**src/rtl/rr_grant_sequencer.sv**
```systemverilog
// Round-robin grant controller: picks a winner starting at the rotating pointer,
// offers it downstream with valid/ready, then holds ownership until released.
module rr_grant_sequencer #(
  parameter int N     = 8,
  parameter int CNT_W = 16,
  parameter int PW    = $clog2(N)
) (
  input  logic             clk,
  input  logic             rst_n,
  input  logic [N-1:0]     req,
  input  logic             done,
  input  logic             gnt_ready,
  output logic             gnt_valid,
  output logic [PW-1:0]    gnt_id,
  output logic [N-1:0]     gnt_onehot,
  output logic             busy,
  output logic [PW-1:0]    ptr,
  output logic [CNT_W-1:0] grant_count
);

  typedef enum logic [1:0] {
    IDLE  = 2'd0,
    OFFER = 2'd1,
    BUSY  = 2'd2
  } state_t;

  state_t           state, state_n;
  logic [PW-1:0]    ptr_n, id_n, winner, idx;
  logic [N-1:0]     onehot_n;
  logic [CNT_W-1:0] cnt_n;
  logic             found;

  // Rotating scan: N is a power of two, so PW-bit addition wraps modulo N for free.
  always_comb begin
    winner = '0;
    found  = 1'b0;
    idx    = '0;
    for (int i = 0; i < N; i++) begin
      idx = ptr + PW'(i);
      if (!found && req[idx]) begin
        winner = idx;
        found  = 1'b1;
      end
    end
  end

  always_comb begin
    state_n  = state;
    ptr_n    = ptr;
    id_n     = gnt_id;
    onehot_n = gnt_onehot;
    cnt_n    = grant_count;
    case (state)
      IDLE: begin
        if (found) begin
          state_n  = OFFER;
          id_n     = winner;
          onehot_n = N'(1) << winner;
        end
      end
      OFFER: begin
        // Acceptance takes priority over a same-cycle withdrawal.
        if (gnt_ready) begin
          state_n = BUSY;
          if (grant_count != '1)
            cnt_n = grant_count + CNT_W'(1);
        end else if (!req[gnt_id]) begin
          state_n  = IDLE;
          id_n     = '0;
          onehot_n = '0;
        end
      end
      BUSY: begin
        if (done || !req[gnt_id]) begin
          state_n  = IDLE;
          ptr_n    = gnt_id + PW'(1);
          id_n     = '0;
          onehot_n = '0;
        end
      end
      default: begin
        state_n  = IDLE;
        id_n     = '0;
        onehot_n = '0;
      end
    endcase
  end

  always_ff @(posedge clk) begin
    if (!rst_n) begin
      state       <= IDLE;
      ptr         <= '0;
      gnt_id      <= '0;
      gnt_onehot  <= '0;
      gnt_valid   <= 1'b0;
      busy        <= 1'b0;
      grant_count <= '0;
    end else begin
      state       <= state_n;
      ptr         <= ptr_n;
      gnt_id      <= id_n;
      gnt_onehot  <= onehot_n;
      gnt_valid   <= (state_n == OFFER);
      busy        <= (state_n == BUSY);
      grant_count <= cnt_n;
    end
  end

endmodule

```
**config.mk**
```make
export PLATFORM = sky130hd
export DESIGN_NAME = rr_grant_sequencer
export DESIGN_NICKNAME = d
export VERILOG_FILES = /design/src/rtl/rr_grant_sequencer.sv
export SDC_FILE = /design/constraint.sdc
export NUM_CORES = 1
export LEC_CHECK = 0
export ABC_AREA = 0
export CELL_PAD_IN_SITES_DETAIL_PLACEMENT = 0
export CELL_PAD_IN_SITES_GLOBAL_PLACEMENT = 2
export CORE_UTILIZATION = 29
export CTS_BUF_LIST = sky130_fd_sc_hd__clkbuf_2 sky130_fd_sc_hd__clkbuf_4 sky130_fd_sc_hd__clkbuf_8
export CTS_CLUSTER_SIZE = 8
export DETAILED_ROUTE_END_ITERATION = 10
export PLACE_DENSITY = 0.83
export SKIP_CTS_REPAIR_TIMING = 1
export SLEW_MARGIN = 20
export SYNTH_ARGS = -nofsm -noshare
export SYNTH_HDL_FRONTEND = slang
export SYNTH_SLANG_ARGS = --single-unit
export TNS_END_PERCENT = 10
```
**constraint.sdc**
```tcl
create_clock -name clk -period 3 [get_ports clk]
set_input_delay 0.75 -clock clk [delete_from_list [all_inputs] [get_ports clk]]
set_output_delay 0.75 -clock clk [all_outputs]
set_load 0.05 [all_outputs]
```
* After elaboration in Yosys (flattened, before gate mapping)
Cells that the tools add are included.
Word-level totals: flip-flop bits (word level) 34, output and inout port bits 32
Operators by class: equality and inequality tests 9, add/sub/neg operators 9, reduce and logical (&&, ||, !) cells 20, shift-type cells 1, mux-type cells 49, $lt $le $gt $ge 9
Operators with widths (count):
- 3-bit by 4-bit less-than comparator with 1-bit output, second input constant | 9
- 3-bit two-way mux | 12
- 8-bit two-way mux | 4
- 1-bit binary-select mux with 3-bit select | 9
- 8-bit case mux with 3 select lines | 1
- 1-bit two-way mux | 17
- 16-bit by 1-bit adder with 16-bit output, second input constant | 1
- 16-bit != test, second input constant | 1
- 3-bit adder, second input constant | 4
- 3-bit case mux with 3 select lines | 1
- 1-bit zero test | 8
- 2-bit two-way mux | 4
- 2-bit != test, second input constant | 4
- 1-bit by 3-bit << shifter with 8-bit output, first input constant | 1
- 1-bit logical AND | 7
- 3-bit by 1-bit adder with 3-bit output, second input constant | 2
- 3-bit by 2-bit adder with 3-bit output, second input constant | 2
- 2-bit case mux with 3 select lines | 1
- 2-bit by 1-bit equality test with 1-bit output, second input constant | 2
- 2-bit equality test, second input constant | 2
- 4-bit AND reduction | 1
- 3-bit AND reduction | 1
- 2-bit zero test | 1
- 2-bit AND reduction | 1
- 1-bit logical OR | 1

* Depth between registers and ports, before layout
word-level depth 27, gate-level depth with buffers 14, gate-level depth less buffers 10

* Worst setup path after synthesis
No wires, ideal clock.
kind reg-to-reg, start point register ptr[0], end point register gnt_id[2], buffers on the path 3, data required time 2.930 ns, clock period less this slack 3.727 ns, arrival 3.656 ns, stages on the path, launching flop included 14, library setup time 0.070 ns, path slack -0.727 ns, cell sequence dfxtp_1 buf_4 buf_6 inv_1 ha_1 buf_2 mux4_2 a21oi_1 a22oi_1 or3_4 a221oi_2 o22ai_1 or3_1 a21oi_1
On the way: word-level cells in the longest chain between the ends 26
Ends and longest elaborated chain:
- start: declaration | RTL line 17 | output logic [PW-1:0] ptr,
- start signal: assignment | RTL line 100 | ptr <= ptr_n;
- parallel branches: the longest is 26 deep, another holds 3-bit by 1-bit adder with 3-bit output
- end signal: assignment | RTL line 101 | gnt_id <= id_n;
- end: declaration | RTL line 14 | output logic [PW-1:0] gnt_id,
Several ways; the timed one is not identified. The select of a mux whose other input is x is not followed. A chain may end at the register's enable or synchronous reset.

* Final worst setup path
Same ends and word-level chain as after synthesis.

==> impl_results.md <==
- Largest net degree at the start of global routing: 26
- Syn Std Cell Area: 2420 sq um
- Vias in the first global route: 2240
- Clock network power share: between 30% and 40%
- Core Box Area: around 7900 sq um
- Global-route wire length before repair: between 10000 and 15000 um
- Diodes inserted: 0
- Setup violators final: 0
- Wirelength per Cell: around 15 um
- Share of layout cells above drive strength 1: a little over a quarter
- Sequential area share after synthesis: about 28%
- Placer Congestion: between 0.9 and 1
- Leak: approximately 1.4 nW
- Top-area cell type share of the netlist area: between 20 and 30%
- Area growth, synth to finish: 44.6%
- Unique cell type count in the Yosys netlist: 56
- Drt pass-1 iters: 4
- CTS buffer count: 5
- Post-synthesis register bit count: 34
- Clock tree buffer depth: 2
- Top Ports: 44
- Setup slack, reg-to-reg: 0.12 ns
- Max frequency: between 300 and 400 MHz
- Pwr dens: 384 nW/um^2
- Synth async-reset ratio: 0%
- Most frequent cells after synthesis: 34 x dfxtp_1, 31 x nor2_1, 19 x a21oi_1, 14 x nand3_1, 14 x o21ai_0
- Nets: between 300 and 400
- Port Buffers: 43
- Gate Count Post-Synth: 276
- Syn avg cell area: 8.78 sq um
- Syn. warnings: 0
- Post-DP HPWL: 5160 um
- Status: complete, no violations
- Post-detailed-routing wire length: 6900 um
- Fin area: about 3500 sq um
- Critical Path End Type: register
- Setup CP Type: register to register
- Met1 Resource Use GR: between 20% and 30%
- GRT busiest layer: met2
- Initial antenna violation count: 0
- Mapped Nets: 292
- Leading area contributor after synthesis: dfxtp_1
- RSZ-0062 raised after global routing: false
- CP max FO: 7
- Post-DP Area: approximately 3300 sq um
- Starting density of the core: around 30%
- Most common cell in the netlist: dfxtp_1
- Worst-path clk slew: around 0.070 ns
- DR DRC count: 0
- Vias per cell: 5.23
- Maximum VDD drop: about 250 uV
- H-tree levels: 2
- Met2 usage: 25.9%
- Share of power burned in registers: approximately 36%
- Worst path buffer plus inverter count: 1
- Critical path launch point type: register
- Pre-CTS setup slack: -0.462 ns
- CP max stage cell: mux4_2
- Switching power: ~0.4 mW
- Final hold vios: 0
- Rows: 32
- Final clock skew: 0.00746 ns
- GRT met3 Usage: roughly 3.4%
- CP required: 3.21 ns
- Sw frac: 30.2%
- Root buf cell: clkbuf_8
- Crit-path leading delay family: simple AND/OR/NAND/NOR gates
- Comb power frac: between 30% and 40%
- Ranking of synthesized cells by area: dfxtp_1 28%, mux4_2 10%, mux2i_1 5.0%, nor2_1 4.8%, a21oi_1 3.9%
- Crit-path cells: inv_4 -> ha_4 -> mux4_2 -> mux2i_4 -> o21ai_1 -> or3_4 -> a221oi_2 -> o22ai_2 -> or3_1 -> a21oi_1
- Clock latency on the worst-skew pair: 0.29 ns
- Max Slew Vio Count: 0
- Antenna-violating nets left: 0
- Final worst slack: approximately 0.12 ns
- Hold Path Class: register to register
- Total internal power: around 0.94 mW
- Final setup TNS: 0 ns
- CP peak stage delay: 0.58 ns
- Via Count: between 2000 and 2500
- Final worst path period share: 95.9%
- Worst EP arrival: ~3.1 ns
- Total of max-cap violations: 0
- Slew headroom: ~65%
- Die width: between 90 and 100 um
- CTS tree: built
- Die height: about 93 um
- Min cycle time layout: roughly 2.9 ns
- Clk sinks: 34
- Iter 0 DRT Violations: around 240
- Die Area: a little under 9000 sq um
- Dominant synthesized flop cell: dfxtp_1
- Worst-Margin Slew: 0.516 ns
- Gr ovfl total: 0
- All-Layer GR Usage: about 17%
- EDFF count, synth: 0
- Post-layout util: between 40% and 50%
-- registers in the layout (all words and copies together) (netlist names) --
register and cells:
state 2, busy 1, gnt_valid 1, grant_count 16, gnt_onehot 8, ptr 3
gnt_id 3
-- power by group through the flow --
| stage | registers [mW] | logic [mW] | clock network, mW |
|---|---|---|---|
| detailed placement | 0.499 | 0.418 | 0 |
| finish | 0.488 | 0.427 | 0.430 |
| global route | 0.491 | 0.461 | 0.460 |
| floorplan | 0.541 | 0.208 | 0 |
| global placement | 0.499 | 0.419 | 0 |
| CTS | 0.489 | 0.420 | 0.442 |
-- kinds of logic (layout without fill, tap and decap cells) --
group	after synthesis	in the layout	synth area share [%]
buf+inv	26	114	4.85
flops	34	34	28.1
simple gates	92	92	18.8
compound gates	74	74	20.5
fa+ha+maj	4	4	2.07
xor+xnor	13	13	4.70
mux	33	33	21.0
-- worst reg2reg max path: cells and delay by family (launching register included) --
kind / cells / cell delay [ns]
and+or+nand+nor: 2 / 0.77
buffers and inverters: 1 / 0.04
AOI/OAI and AO/OA: 4 / 0.55
adders and majority gates: 1 / 0.32
DFF: 1 / 0.37
muxes: 2 / 0.76
-- area by class of cell --
cell class                 count  area, sq um
inverter                      11         43.8
sequential                    34          688
clock buffer                   7         83.8
fill                         756         4390
clock inverter                 1         30.0
timing repair buffer          95          845
tap                          102          128
multi-input combinational    216         1680
-- per-layer routing --
metal	part of all wire, %	up-vias	routed length, um
met5	0	-	0
met4	1.7	0	115
met3	6.8	10	471
met2	45	73	3110
met1	46	1150	3200
li1	-	1205	-
-- worst paths after layout --
| kind | startpoint | depth (start not counted) | end |
|---|---|---|---|
| worst max-delay path | ptr[0]$_SDFFE_PN0P_ | 10 | gnt_id[2]$_SDFFE_PN0P_ |
| worst min-delay path | gnt_onehot[5]$_SDFFE_PN0P_ | 1 | gnt_onehot[5]$_SDFFE_PN0P_ |
| worst max register to register | ptr[0]$_SDFFE_PN0P_ | 10 | gnt_id[2]$_SDFFE_PN0P_ |
| worst min register to register | gnt_onehot[5]$_SDFFE_PN0P_ | 1 | gnt_onehot[5]$_SDFFE_PN0P_ |
-- cells in the final DEF (no fill, tap or decap), drive strengths merged, types with 6 or more instances in the layout --
cell           instances
xor2                   9
or3                    9
nor2                  31
a21oi                 19
mux2                   7
mux2i                 14
nor3                   6
inv                   10
clkdlybuf4s50         35
nand2                 11
dfxtp                 34
and2                   6
buf                   52
o21ai                 16
mux4                  12
clkbuf                 7
dlymetal6s2s           8
a22o                   8
nand3                 14
-- stage by stage --
| step | power [mW] | cells | hold WS [ns] |
|---|---|---|---|
| after global routing | 1.41 | 466 | 0.516 |
| after floorplan | 0.749 | 276 | 0.613 |
| after detailed placement | 0.917 | 458 | 0.467 |
| after CTS | 1.35 | 466 | 0.484 |
| final | 1.35 | 466 | 0.476 |
| after global placement | 0.919 | 458 | 0.475 |
Note: power is estimated with default switching activity, not from simulation.
